### src/rtl/sudoku_pkg.sv
// Shared types, sizes and helpers for the Sudoku solver pipeline.
package sudoku_pkg;

    localparam int GRID_N = 9;
    localparam int BOX_N  = 3;
    localparam int CELLS  = 81;

    typedef enum logic [1:0] {
        FILL  = 2'd0,
        HOLD  = 2'd1,
        ERROR = 2'd2
    } loader_state_e;

    typedef enum logic [1:0] {
        NONE      = 2'd0,
        BAD_VALUE = 2'd1,
        DUPLICATE = 2'd2
    } loader_err_e;

    function automatic logic [3:0] box_of(input logic [3:0] row,
                                          input logic [3:0] col);
        return 4'((32'(row) / BOX_N) * BOX_N + 32'(col) / BOX_N);
    endfunction

endpackage

### src/rtl/sudoku_conflict_tracker.sv
// Row/column/box occupancy masks; flags a given already present
// in the row, column or 3x3 box of the addressed cell.
module sudoku_conflict_tracker
    import sudoku_pkg::*;
#(
    parameter int CHECK_CONFLICTS = 1
) (
    input  logic       clk,
    input  logic       rst_b,
    input  logic [3:0] row,
    input  logic [3:0] col,
    input  logic [3:0] value,
    input  logic       set,
    input  logic       clear,
    output logic       conflict
);

    logic [8:0] row_mask_q [GRID_N];
    logic [8:0] col_mask_q [GRID_N];
    logic [8:0] box_mask_q [GRID_N];
    logic [8:0] row_mask_d [GRID_N];
    logic [8:0] col_mask_d [GRID_N];
    logic [8:0] box_mask_d [GRID_N];
    logic [8:0] bit_v;
    logic [3:0] box;
    logic       hit;

    always_comb begin
        box = box_of(row, col);
        bit_v = 9'd0;
        if (value >= 4'd1 && value <= 4'd9) begin
            bit_v = 9'(9'd1 << (value - 4'd1));
        end
        row_mask_d = row_mask_q;
        col_mask_d = col_mask_q;
        box_mask_d = box_mask_q;
        if (clear) begin
            for (int i = 0; i < GRID_N; i++) begin
                row_mask_d[i] = '0;
                col_mask_d[i] = '0;
                box_mask_d[i] = '0;
            end
        end else if (set) begin
            row_mask_d[row] = row_mask_q[row] | bit_v;
            col_mask_d[col] = col_mask_q[col] | bit_v;
            box_mask_d[box] = box_mask_q[box] | bit_v;
        end
    end

    assign hit = |((row_mask_q[row] | col_mask_q[col] | box_mask_q[box]) & bit_v);
    assign conflict = (CHECK_CONFLICTS != 0) ? hit : 1'b0;

    always_ff @(posedge clk or negedge rst_b) begin
        if (!rst_b) begin
            for (int i = 0; i < GRID_N; i++) begin
                row_mask_q[i] <= '0;
                col_mask_q[i] <= '0;
                box_mask_q[i] <= '0;
            end
        end else begin
            row_mask_q <= row_mask_d;
            col_mask_q <= col_mask_d;
            box_mask_q <= box_mask_d;
        end
    end

endmodule

### src/rtl/sudoku_grid_loader.sv
// Streams 81 row-major cells into a 9x9 grid, rejecting illegal
// values and duplicate givens, then holds the grid for the solver.
module sudoku_grid_loader
    import sudoku_pkg::*;
#(
    parameter int CHECK_CONFLICTS = 1
) (
    input  logic       clk,
    input  logic       rst_b,
    input  logic       cell_valid,
    input  logic [3:0] cell_value,
    output logic       cell_ready,
    input  logic       flush,
    output logic [3:0] grid [GRID_N][GRID_N],
    output logic       grid_valid,
    input  logic       grid_ready,
    output logic [6:0] given_count,
    output logic       err,
    output logic [1:0] err_code,
    output logic [6:0] err_index
);

    loader_state_e state_q, state_d;
    loader_err_e   code_q, code_d;
    logic [3:0]    row_q, row_d;
    logic [3:0]    col_q, col_d;
    logic [6:0]    given_q, given_d;
    logic [6:0]    index_q, index_d;
    logic [3:0]    grid_q [GRID_N][GRID_N];
    logic [3:0]    grid_d [GRID_N][GRID_N];
    logic [6:0]    cell_index;
    logic          set, clear, conflict;

    sudoku_conflict_tracker #(
        .CHECK_CONFLICTS(CHECK_CONFLICTS)
    ) u_tracker (
        .clk     (clk),
        .rst_b   (rst_b),
        .row     (row_q),
        .col     (col_q),
        .value   (cell_value),
        .set     (set),
        .clear   (clear),
        .conflict(conflict)
    );

    assign cell_index = 7'({3'd0, row_q} * 7'd9 + {3'd0, col_q});

    always_comb begin
        state_d = state_q;
        code_d  = code_q;
        row_d   = row_q;
        col_d   = col_q;
        given_d = given_q;
        index_d = index_q;
        grid_d  = grid_q;
        set     = 1'b0;
        clear   = 1'b0;
        if (flush) begin
            state_d = FILL;
            code_d  = NONE;
            row_d   = '0;
            col_d   = '0;
            given_d = '0;
            index_d = '0;
            clear   = 1'b1;
            for (int r = 0; r < GRID_N; r++) begin
                for (int c = 0; c < GRID_N; c++) begin
                    grid_d[r][c] = '0;
                end
            end
        end else begin
            unique case (state_q)
                FILL: begin
                    if (cell_valid) begin
                        if (cell_value > 4'd9) begin
                            state_d = ERROR;
                            code_d  = BAD_VALUE;
                            index_d = cell_index;
                        end else if (conflict) begin
                            state_d = ERROR;
                            code_d  = DUPLICATE;
                            index_d = cell_index;
                        end else begin
                            grid_d[row_q][col_q] = cell_value;
                            if (cell_value != 4'd0) begin
                                set     = 1'b1;
                                given_d = given_q + 7'd1;
                            end
                            if (col_q == 4'd8) begin
                                if (row_q == 4'd8) begin
                                    state_d = HOLD;
                                end else begin
                                    col_d = '0;
                                    row_d = row_q + 4'd1;
                                end
                            end else begin
                                col_d = col_q + 4'd1;
                            end
                        end
                    end
                end
                HOLD: begin
                    if (grid_ready) begin
                        state_d = FILL;
                        row_d   = '0;
                        col_d   = '0;
                        given_d = '0;
                        clear   = 1'b1;
                    end
                end
                ERROR: begin
                    state_d = ERROR;
                end
                default: begin
                    state_d = FILL;
                end
            endcase
        end
    end

    always_ff @(posedge clk or negedge rst_b) begin
        if (!rst_b) begin
            state_q <= FILL;
            code_q  <= NONE;
            row_q   <= '0;
            col_q   <= '0;
            given_q <= '0;
            index_q <= '0;
            for (int r = 0; r < GRID_N; r++) begin
                for (int c = 0; c < GRID_N; c++) begin
                    grid_q[r][c] <= '0;
                end
            end
        end else begin
            state_q <= state_d;
            code_q  <= code_d;
            row_q   <= row_d;
            col_q   <= col_d;
            given_q <= given_d;
            index_q <= index_d;
            grid_q  <= grid_d;
        end
    end

    assign cell_ready  = (state_q == FILL);
    assign grid_valid  = (state_q == HOLD);
    assign err         = (state_q == ERROR);
    assign err_code    = code_q;
    assign err_index   = index_q;
    assign given_count = given_q;
    assign grid        = grid_q;

endmodule

### config.mk
export PLATFORM = sky130hd
export DESIGN_NAME = sudoku_grid_loader
export DESIGN_NICKNAME = d
export VERILOG_FILES = /design/src/rtl/sudoku_pkg.sv /design/src/rtl/sudoku_conflict_tracker.sv /design/src/rtl/sudoku_grid_loader.sv
export SDC_FILE = /design/constraint.sdc
export NUM_CORES = 1
export LEC_CHECK = 0
export CORE_ASPECT_RATIO = 1.2
export CORE_UTILIZATION = 35
export CTS_BUF_LIST = sky130_fd_sc_hd__clkbuf_16
export CTS_CLUSTER_SIZE = 28
export DETAILED_ROUTE_END_ITERATION = 10
export GPL_TIMING_DRIVEN = 0
export PLACE_DENSITY = 0.65
export SLEW_MARGIN = 20
export SYNTH_ARGS = -nofsm -noshare
export SYNTH_HDL_FRONTEND = slang
export SYNTH_SLANG_ARGS = --single-unit
### constraint.sdc
create_clock -name clk -period 8.12 [get_ports clk]
set_input_delay 0.812 -clock clk [delete_from_list [all_inputs] [get_ports clk]]
set_output_delay 0.812 -clock clk [all_outputs]
set_load 0.03 [all_outputs]
; ---- Word-level counts from Yosys, hierarchy flattened
; Index checks and enable logic that the tools add are counted.
[word_totals]
out_inout_bits = 343
inputBits = 9
wordCells = 261
regBits = 593
[op_classes]
addsub = 6
eq_ne = 16
n_bitwise = 9
magnitude_cmp = 9
n_reduce_logical = 18
mux = 84
shifts = 1
div_mod_pow = 2
mul = 2
[ops]
columns = operator, n
row1 = 324-bit two-way mux, 5
row2 = 81-bit two-way mux, 6
row3 = 324-bit bitwise mux, 1
row4 = 81-bit bitwise mux, 3
row5 = 36-bit demux with 4-bit select, 1
row6 = 9-bit binary-select mux with 4-bit select, 3
row7 = 9-bit demux with 4-bit select, 3
row8 = 9-bit two-way mux, 10
row9 = 7-bit two-way mux, 11
row10 = 4-bit by 2-bit divider with 32-bit output (second input constant), 2
row11 = 4-bit two-way mux, 14
row12 = 9-bit bitwise OR, 5
row13 = 36-bit two-way mux, 1
row14 = 32-bit by 2-bit multiplier with 4-bit output (second input constant), 1
row15 = 2-bit two-way mux, 12
row16 = 4-bit demux with 4-bit select, 1
row17 = 4-bit case mux with 2 select lines, 2
row18 = 5-bit greater-or-equal comparator (second input constant), 3
row19 = 5-bit by 1-bit < comparator with 1-bit output (second input constant), 3
row20 = 4-bit inverter with 5-bit output, 3
row21 = 7-bit case mux with 2 select lines, 1
row22 = 6-bit AND reduction, 2
row23 = 5-bit by 1-bit inequality test with 1-bit output (second input constant), 2
row24 = 9-bit bitwise AND, 1
row25 = 29 further kinds, 51

; ---- Logic depth before layout (Yosys ltp)
; Gate-level depths: netlist of the first run.
[depth]
word_depth = 17
ltp_mapped = 28
depth_no_buf = 22

; ---- Modules after synthesis
; Synthesis of the first run repeated with hierarchy kept, for this count alone.
[unflattened]
hier_cells = 2663
hier_area_um2 = 27511.4
[modules_own_cells]
columns = module, area_each_um2, instances, cells_each, seq_area_each_um2
row1 = sudoku_grid_loader, 15955.3, 1, 1691, 8758.4
row2 = sudoku_conflict_tracker, 11556.1, 1, 972, 6080.8

; ---- Worst setup path before layout of the first run
; Ideal clock, no wire load.
[synth_timing]
path_kind = flip-flop to flip-flop
startpoint = reg row_q[2]
endpoint = reg u_tracker.box_mask_q[46] (netlist bit)
stages_incl_launch_ff = 28
t_arrival_ps = 5858
setup_slack_ps = 2107
t_required_ps = 7964
path_buffers = 7
period_less_slack_ps = 6013
cell_sequence = dfrtp_1 > buf_2 > buf_2 > clkbuf_1 > clkbuf_1 > ha_1 > o21ai_0 > ha_1 > nor3_1 > nand2_1 > o221ai_1 > nand2_1 > fa_1 > ha_1 > inv_1 > fa_1 > xor2_1 > xnor2_1 > buf_2 > nor2_1 > a21oi_1 > nand4b_1 > a221oi_2 > buf_2 > nand4_2 > or4_1 > buf_2 > mux2i_1
[synth_between]
elab_chain_cells = 16
elab_cells_between_ends = 30
[synth_rtl]
columns = item, line_no
row1 = from (decl), sudoku_grid_loader.sv:25  ; logic [3:0] row_q, row_d;
row2 = from (signal assigned), sudoku_grid_loader.sv:138  ; row_q <= row_d;
row3 = 4-bit by 2-bit divider with 32-bit output, sudoku_pkg.sv:22  ; return 4'((32'(row) / BOX_N) * BOX_N + 32'(col) / BOX_N);
row4 = 32-bit by 2-bit multiplier with 4-bit output, sudoku_pkg.sv:22
row5 = 4-bit adder, sudoku_pkg.sv:22
row6 = 4-bit inverter with 5-bit output (not written as such), "sudoku_conflict_tracker.sv:46, sudoku_conflict_tracker.sv:50"
row7 = 9-bit binary-select mux with 4-bit select, "sudoku_conflict_tracker.sv:46, sudoku_conflict_tracker.sv:50"
row8 = 9-bit two-way mux (not written as such) (2 in series), "sudoku_conflict_tracker.sv:46, sudoku_conflict_tracker.sv:50"
row9 = 9-bit bitwise OR, sudoku_conflict_tracker.sv:50  ; assign hit = |((row_mask_q[row] | col_mask_q[col] | box_mask_q[box]) & bit_v);
row10 = 9-bit bitwise AND, sudoku_conflict_tracker.sv:50
row11 = 9-bit OR reduction, sudoku_conflict_tracker.sv:50
row12 = 1-bit two-way mux, sudoku_grid_loader.sv:80  ; end else if (conflict) begin
row13 = 1-bit two-way mux, sudoku_grid_loader.sv:76  ; if (cell_value > 4'd9) begin
row14 = 1-bit two-way mux, sudoku_grid_loader.sv:75  ; if (cell_valid) begin
row15 = 1-bit two-way mux, sudoku_grid_loader.sv:73  ; unique case (state_q)
row16 = 1-bit two-way mux, sudoku_grid_loader.sv:59  ; if (flush) begin
row17 = 2-bit nonzero test (no line), n/a
row18 = to (signal assigned), sudoku_conflict_tracker.sv:63  ; box_mask_q <= box_mask_d;
row19 = to (decl), sudoku_conflict_tracker.sv:20  ; logic [8:0] box_mask_q [GRID_N];
; Parallel ways exist; a longest one is shown, timed or not. The select of a mux whose other input is x is not followed.
; A chain may end at the register's enable or synchronous reset.

; ---- Worst setup path after layout of the first run
[layout_timing]
startpoint = reg col_q[0]
endpoint = reg grid_q (netlist bit grid[104])
[layout_between]
elab_chain_cells = 13
elab_cells_between_ends = 29
[layout_rtl]
columns = item, line_no
row1 = from (decl), sudoku_grid_loader.sv:26  ; logic [3:0] col_q, col_d;
row2 = from (signal assigned), sudoku_grid_loader.sv:139  ; col_q <= col_d;
row3 = "parallel branches: the longest is 13 deep, another holds 4-bit by 2-bit divider with 32-bit output", n/a
row4 = to (signal assigned), sudoku_grid_loader.sv:142  ; grid_q <= grid_d;
row5 = to (decl), sudoku_grid_loader.sv:29  ; logic [3:0] grid_q [GRID_N][GRID_N];
; Parallel ways; which one is timed is not known. The select of a mux whose other input is x is not followed.

==> reports/results.ini, run 1 <==
[pwr]
p_clk_frac = 0.447
power_density_nw_per_um2 = 177
p_sw_w = 0.00164
sequentialPowerShare = 0.472
p_leak_nw = 15.6
swShare = 0.260
ir_drop_mv = 0.171
pwr-share-comb = 0.081
power.internal_w = 0.00466

[floorplan]
num_io_pins = 352
core_um2 = 80700
initial_core_util = 0.354
die_x_um = 263
num_rows = 114
die_area_um2 = 82800
die_height_um = 315

[cts]
cts-root-buf = clkbuf_16
clkSinkCount = 593
tritoncts = done
htreeDepth = 2
clk_pin_slew_worst_paths_ns = 0.06
cts_made_buffers = 60
cts_hold_buf = 0
clk_latency_ns = 0.66
clock_path_buffers = 3

[synth]
syn-num-nets = 2675
yosys_most_used_dff = dfrtp_1
syn_area_um2 = 28600
yosys_warnings = 0
syn_area_per_cell_um2 = 10.8
async_flop_share = 1.00
synth-seq-cells = 593
seq_area_frac_synth = 0.519
synth_edf_count = 0
synth.distinct_cells = 66
synthCells = 2634

[sta]
worstMarginPinSlew_ns = 1.17
grt_setup_unrepaired = no
setup_viol_count_final = 0
fin_crit_sh = 0.948
tns_ns = 0
hold_viol_final = 0
fin_crit_ns = 7.70
finalWorstSetupSlack_ns = 0.424
slew_violations = 0
max_freq_mhz = 130
fin_worst_skew_ns = 0.0265
max_slew_margin = 0.212

[route]
post-route-drc-count = 0
ant_nets = 0
avgRoutedWirePerCell_um = 23.5
via_per_inst = 5.39
route.vias.total = 22356
drtIter0Drc = 1897
wl_um = 97300
drt_first_pass_iters = 5

[setup_path]
worst_path_max_delay_cell = buf_1
cp_num_buf_inv = 8
timing_worst_setup_path_type = register to register
cpMostUsedCell = buf_2
crit_path_start_kind = register
worst_path_largest_cell_delay_ns = 0.82
required_ns = 8.63
rrSetupSlack_ns = 0.42
cp_cell_sequence = buf_2 -> buf_2 -> inv_1 -> ha_1 -> nand2_1 -> buf_1 -> nand2_1 -> fa_1 -> ha_1 -> buf_1 -> mux4_2 -> and3_1 -> a21oi_1 -> nand4b_1 -> a221oi_4 -> buf_2 -> buf_2 -> buf_2 -> nand4_1 -> mux2i_1 -> nor2_1
crit_fanout = 10
cp_top_family = buffers and inverters
arrival_ns = 8.21
end_kind = register

[placement]
numPortBuffers = 348
hpwl_um = 69900
place_ws_ns = 0.200
gp_congestion = 0.918
placed_area_um2 = 33500

[final_layout]
layout_commonest_cell = dfrtp_1
stdcell_area_um2 = 35500
layout_common_cells = 593 x dfrtp_1, 528 x mux2i_1, 347 x clkdlybuf4s50_1, 235 x nand2_1, 205 x nor2_1
multi_input_area_um2 = 12900
final_util = 0.440
post_route_cells_drive_above_1_share = 0.0722
nNetsFinal = 3096
diodes = 0
fillers = 7628
regArea_um2 = 14800
synthToLayoutAreaGrowth_pct = 24.4

[global_route]
grt_usage = 0.232
grt_pass1_vias = 22382
antenna_found_initial = 3
overflow = 0
grt_first_pass_wirelength_um = 147000
grt_max_degree = 98

[min_path]
hp-class = primary input to async pin

[status]
status = finished clean

[job]
maxCapViolCount = 0

==> synth_stat cells, drive strengths merged (7+ instances only) <==
cell type | count | area, um2
o22ai | 11 | 68.8
nor2b | 15 | 93.8
mux4 | 22 | 495
nor3 | 50 | 455
buf | 54 | 259
a211oi | 14 | 105
ha | 28 | 350
and3 | 7 | 43.8
or3 | 12 | 75.1
clkbuf | 141 | 529
o21ai | 151 | 756
o221ai | 14 | 123
nand4 | 51 | 325
a21o | 11 | 82.6
nand2 | 235 | 882
inv | 27 | 101
mux2i | 528 | 5290
nand3b | 11 | 82.6
nand3 | 144 | 721
dfrtp | 593 | 14800
nor2 | 213 | 860
a21oi | 33 | 169
nand2b | 193 | 1210
==> logic make-up (layout without fill, tap and decap cells) <==
group           Yosys count  after routing  share of synthesized area
simple gates            955            955                      0.173
flops                   593            593                      0.519
mux                     551            551                      0.203
compound gates          270            270                     0.0562
buf+inv                 226            695                     0.0317
fa+ha+maj                32             32                     0.0151
xor+xnor                  7              7                    0.00215
==> state kept, by name, summed over array words and instances, names as in the netlist <==
register	count
err_index	7
u_tracker.box_mask_q	81
state_q	2
given_count	7
col_q	4
row_q	4
err_code	2
grid	324
u_tracker.row_mask_q	81
u_tracker.col_mask_q	81
==> path summary, 6_finish.rpt <==
check / startpoint / endpoint / cells after the start
worst max-delay path: col_q[0] / grid[104] / 21
worst max register to register: col_q[0] / grid[104] / 21
worst min register to register: u_tracker.row_mask_q[76] / u_tracker.row_mask_q[76] / 2
max in group asynchronous: rst_b / grid[104] / 6
worst min-delay path: rst_b / grid[68] / 1
min in group clk: u_tracker.row_mask_q[76] / u_tracker.row_mask_q[76] / 2
==> area by class of cell <==
type / instances / share of cell area
flip-flops and latches: 593 / 0.418
multi-input cells: 1815 / 0.362
repair buffers: 360 / 0.104
clock buffers: 61 / 0.0430
well taps: 1044 / 0.0368
plain buffers: 194 / 0.0221
clock inverters: 49 / 0.0117
inverters: 31 / 0.00327
==> power groups by stage <==
stage	Sequential (W)	Clock, W	Combinational [W]
finish	0.00298	0.00282	0.000508
global route	0.00298	0.00298	0.000542
CTS	0.00298	0.00286	0.000503
detailed placement	0.00303	0	0.000501
global placement	0.00304	0	0.000490
floorplan	0.00304	0	0.000251
==> worst register-to-register path: stages (launching register included) <==
cell and delay [ns]:
dfrtp_1 0.45, buf_2 0.32, buf_2 0.38, inv_1 0.26, ha_1 0.28, nand2_1 0.17
buf_1 0.82, nand2_1 0.17, fa_1 0.48, ha_1 0.44, buf_1 0.61, mux4_2 0.44
and3_1 0.20, a21oi_1 0.24, nand4b_1 0.20, a221oi_4 0.44, buf_2 0.32, buf_2 0.35
buf_2 0.27, nand4_1 0.42, mux2i_1 0.28, nor2_1 0.06
==> stage by stage <==
step                hold WS, ns  instances  total power (W)
floorplan                 0.461       2634          0.00329
global placement          0.475       4026          0.00353
detailed placement        0.484       4033          0.00353
CTS                       0.170       4143          0.00634
global route              0.216       4147          0.00650
finish                    0.161       4147          0.00630
==> per-layer routing <==
layer	vias to the layer above	GRT usage	share of wire
met5	-	0	0.00028
met4	4	0.0960	0.043
met3	205	0.0568	0.082
met2	879	0.380	0.47
met1	11263	0.294	0.40
li1	10005	-	-
==> what timing repair did <==
action / 4_1_cts / 5_1_grt
endpoints found under the setup margin: 0 / 362
gates resized for setup: 0 / 5
setup buffers: 0 / 5
Note: power is estimated with default switching activity, not from simulation.
==> run 2: changes to the inputs <==
Settings changed: CORE_MARGIN from default to 2, CORE_UTILIZATION 35 to 55, PLACE_DENSITY 0.65 to 0.9.
==> reports/results.ini, run 2 (synthesized netlist as in run 1, its figures left out) <==
[floorplan]
num_io_pins = 352  ; unchanged
core_um2 = 51400  ; -36%
die_height_um = 254  ; -19%
die_x_um = 212  ; -19%
initial_core_util = 0.556  ; +0.202
num_rows = 91  ; -20%
die_area_um2 = 53800  ; -35%

[route]
wl_um = 96700  ; -0.62%
avgRoutedWirePerCell_um = 25.5  ; +8.6%
via_per_inst = 6.23  ; +16%
post-route-drc-count = 0  ; unchanged
route.vias.total = 23643  ; +5.8%
drtIter0Drc = 2700  ; +42%
ant_nets = 0  ; unchanged
drt_first_pass_iters = 7  ; +2

[setup_path]
cp_top_family = buffers and inverters
end_kind = register
cpMostUsedCell = buf_2
required_ns = 8.65  ; +0.02 ns
worst_path_largest_cell_delay_ns = 0.86  ; +0.04 ns
crit_fanout = 10  ; unchanged
cp_cell_sequence = buf_2 -> buf_2 -> inv_1 -> ha_1 -> nand2_1 -> buf_1 -> nand2_1 -> fa_1 -> ha_1 -> inv_1 -> fa_1 -> xor2_1 -> xnor2_1 -> buf_2 -> mux2i_1 -> a222oi_1 -> o221ai_1 -> nor4_4 -> buf_2 -> nand4_2 -> buf_2 -> nor2_4 -> mux2i_1
worst_path_max_delay_cell = buf_1
arrival_ns = 8.30  ; +0.09 ns
crit_start = col_q[0]
r2r_start = col_q[0]
timing_worst_setup_path_type = register to register
cp_num_buf_inv = 8  ; unchanged
crit_path_start_kind = register

[sta]
setup_viol_count_final = 0  ; unchanged
fin_crit_sh = 0.957  ; +0.00908
max_freq_mhz = 129  ; -0.95%
max_slew_margin = 0.0865  ; -0.126
fin_crit_ns = 7.77  ; +0.0738 ns
hold_viol_final = 0  ; unchanged
slew_violations = 0  ; unchanged
tns_ns = 0  ; unchanged
grt_setup_unrepaired = no
fin_worst_skew_ns = 0.0375  ; +0.0111 ns
worstMarginPinSlew_ns = 1.35  ; +0.186 ns

[cts]
clk_latency_ns = 0.65  ; about the same
cts-root-buf = clkbuf_16
clock_path_buffers = 3  ; unchanged
htreeDepth = 2  ; unchanged
clk_pin_slew_worst_paths_ns = 0.07  ; about the same
clkSinkCount = 593  ; unchanged
tritoncts = done
cts_hold_buf = 0  ; unchanged
cts_made_buffers = 57  ; -5.0%

[final_layout]
layout_commonest_cell = dfrtp_1
diodes = 0  ; unchanged
nNetsFinal = 3089  ; -0.23%
post_route_cells_drive_above_1_share = 0.0707  ; -0.00145
largest_reg_flops = 324  ; unchanged
synthToLayoutAreaGrowth_pct = 22.6
layout_common_cells = 593 x dfrtp_1, 528 x mux2i_1, 347 x clkdlybuf4s50_1, 235 x nand2_1, 205 x nor2_1

[pwr]
total_power_w = 0.00622  ; -1.3%
swShare = 0.259  ; -0.000418
p_sw_w = 0.00161  ; -1.5%
power_density_nw_per_um2 = 178  ; +0.11%
p_clk_frac = 0.441  ; -0.006
power.internal_w = 0.00461  ; -1.3%
ir_drop_mv = 0.191  ; +12%
sequentialPowerShare = 0.479  ; +0.007
pwr-share-comb = 0.080  ; about the same
p_leak_nw = 15.6  ; -0.43%

[global_route]
grt_max_degree = 106  ; +8.2%
grt_usage = 0.359  ; +0.127
overflow = 0  ; unchanged
antenna_found_initial = 1  ; -2
grt_pass1_vias = 24654  ; +10%
grt_first_pass_wirelength_um = 147000  ; about the same

[placement]
gp_congestion = 0.959  ; +4.6%
hpwl_um = 68400  ; -2.1%
numPortBuffers = 348  ; unchanged

[status]
status = finished clean

[job]
maxCapViolCount = 0  ; unchanged

[min_path]
hp-class = primary input to async pin

## run 2: cell type report
cell class | instances | area (um2)
repair buffers | 356 | 3690
clock inverters | 49 | 439
fillers | 3590 | 16300
multi-input cells | 1815 | 12800
plain buffers | 194 | 787
well taps | 697 | 872
clock buffers | 58 | 1450
inverters | 31 | 116
flip-flops and latches | 593 | 14800
## run 2: repair_timing
item	in CTS	in global routing
endpoints found under the setup margin	0	451
gates resized for setup	0	5
setup buffers	0	3
## run 2: routing by layer
metal / GRT usage / part of all wire / routed length [um] / vias up
met4: 0.227 / 0.071 / 6830 / 2
li1: - / - / - / 9984
met5: 0 / 0.00013 / 13 / -
met1: 0.427 / 0.36 / 34700 / 11942
met3: 0.0963 / 0.096 / 9280 / 355
met2: 0.579 / 0.47 / 45900 / 1360
## run 2: power by group through the flow
stage | Clock (W) | Combinational [W] | Sequential [W]
2_1_floorplan | 0 | 0.000251 | 0.00304
3_3_place_gp | 0 | 0.000461 | 0.00304
3_5_place_dp | 0 | 0.000481 | 0.00303
4_1_cts | 0.00273 | 0.000485 | 0.00298
5_1_grt | 0.00286 | 0.000527 | 0.00298
6_report | 0.00274 | 0.000500 | 0.00298
## run 2: final timing paths
check,depth (start not counted),endpoint,slack [ns]
max,23,u_tracker.col_mask_q[28],0.35
min,1,u_tracker.col_mask_q[46],0.20
max reg2reg,23,u_tracker.col_mask_q[28],0.35
min reg2reg,2,u_tracker.row_mask_q[56],0.50
max in group asynchronous,3,grid[109],6.44
min in group clk,2,u_tracker.row_mask_q[56],0.50
## run 2: per-stage QoR
stage | area (um2) | cells | util | setup WS (ns) | hold WS [ns]
CTS | 35000 | 3791 | 0.681 | 0.159 | 0.219
floorplan | 28600 | 2634 | - | 2.11 | 0.461
detailed placement | 33100 | 3684 | 0.644 | 0.197 | 0.488
finish | 35000 | 3793 | 0.682 | 0.350 | 0.199
global route | 35000 | 3793 | 0.682 | 0.0338 | 0.253
global placement | 32900 | 3679 | 0.641 | -18.60 | 0.475
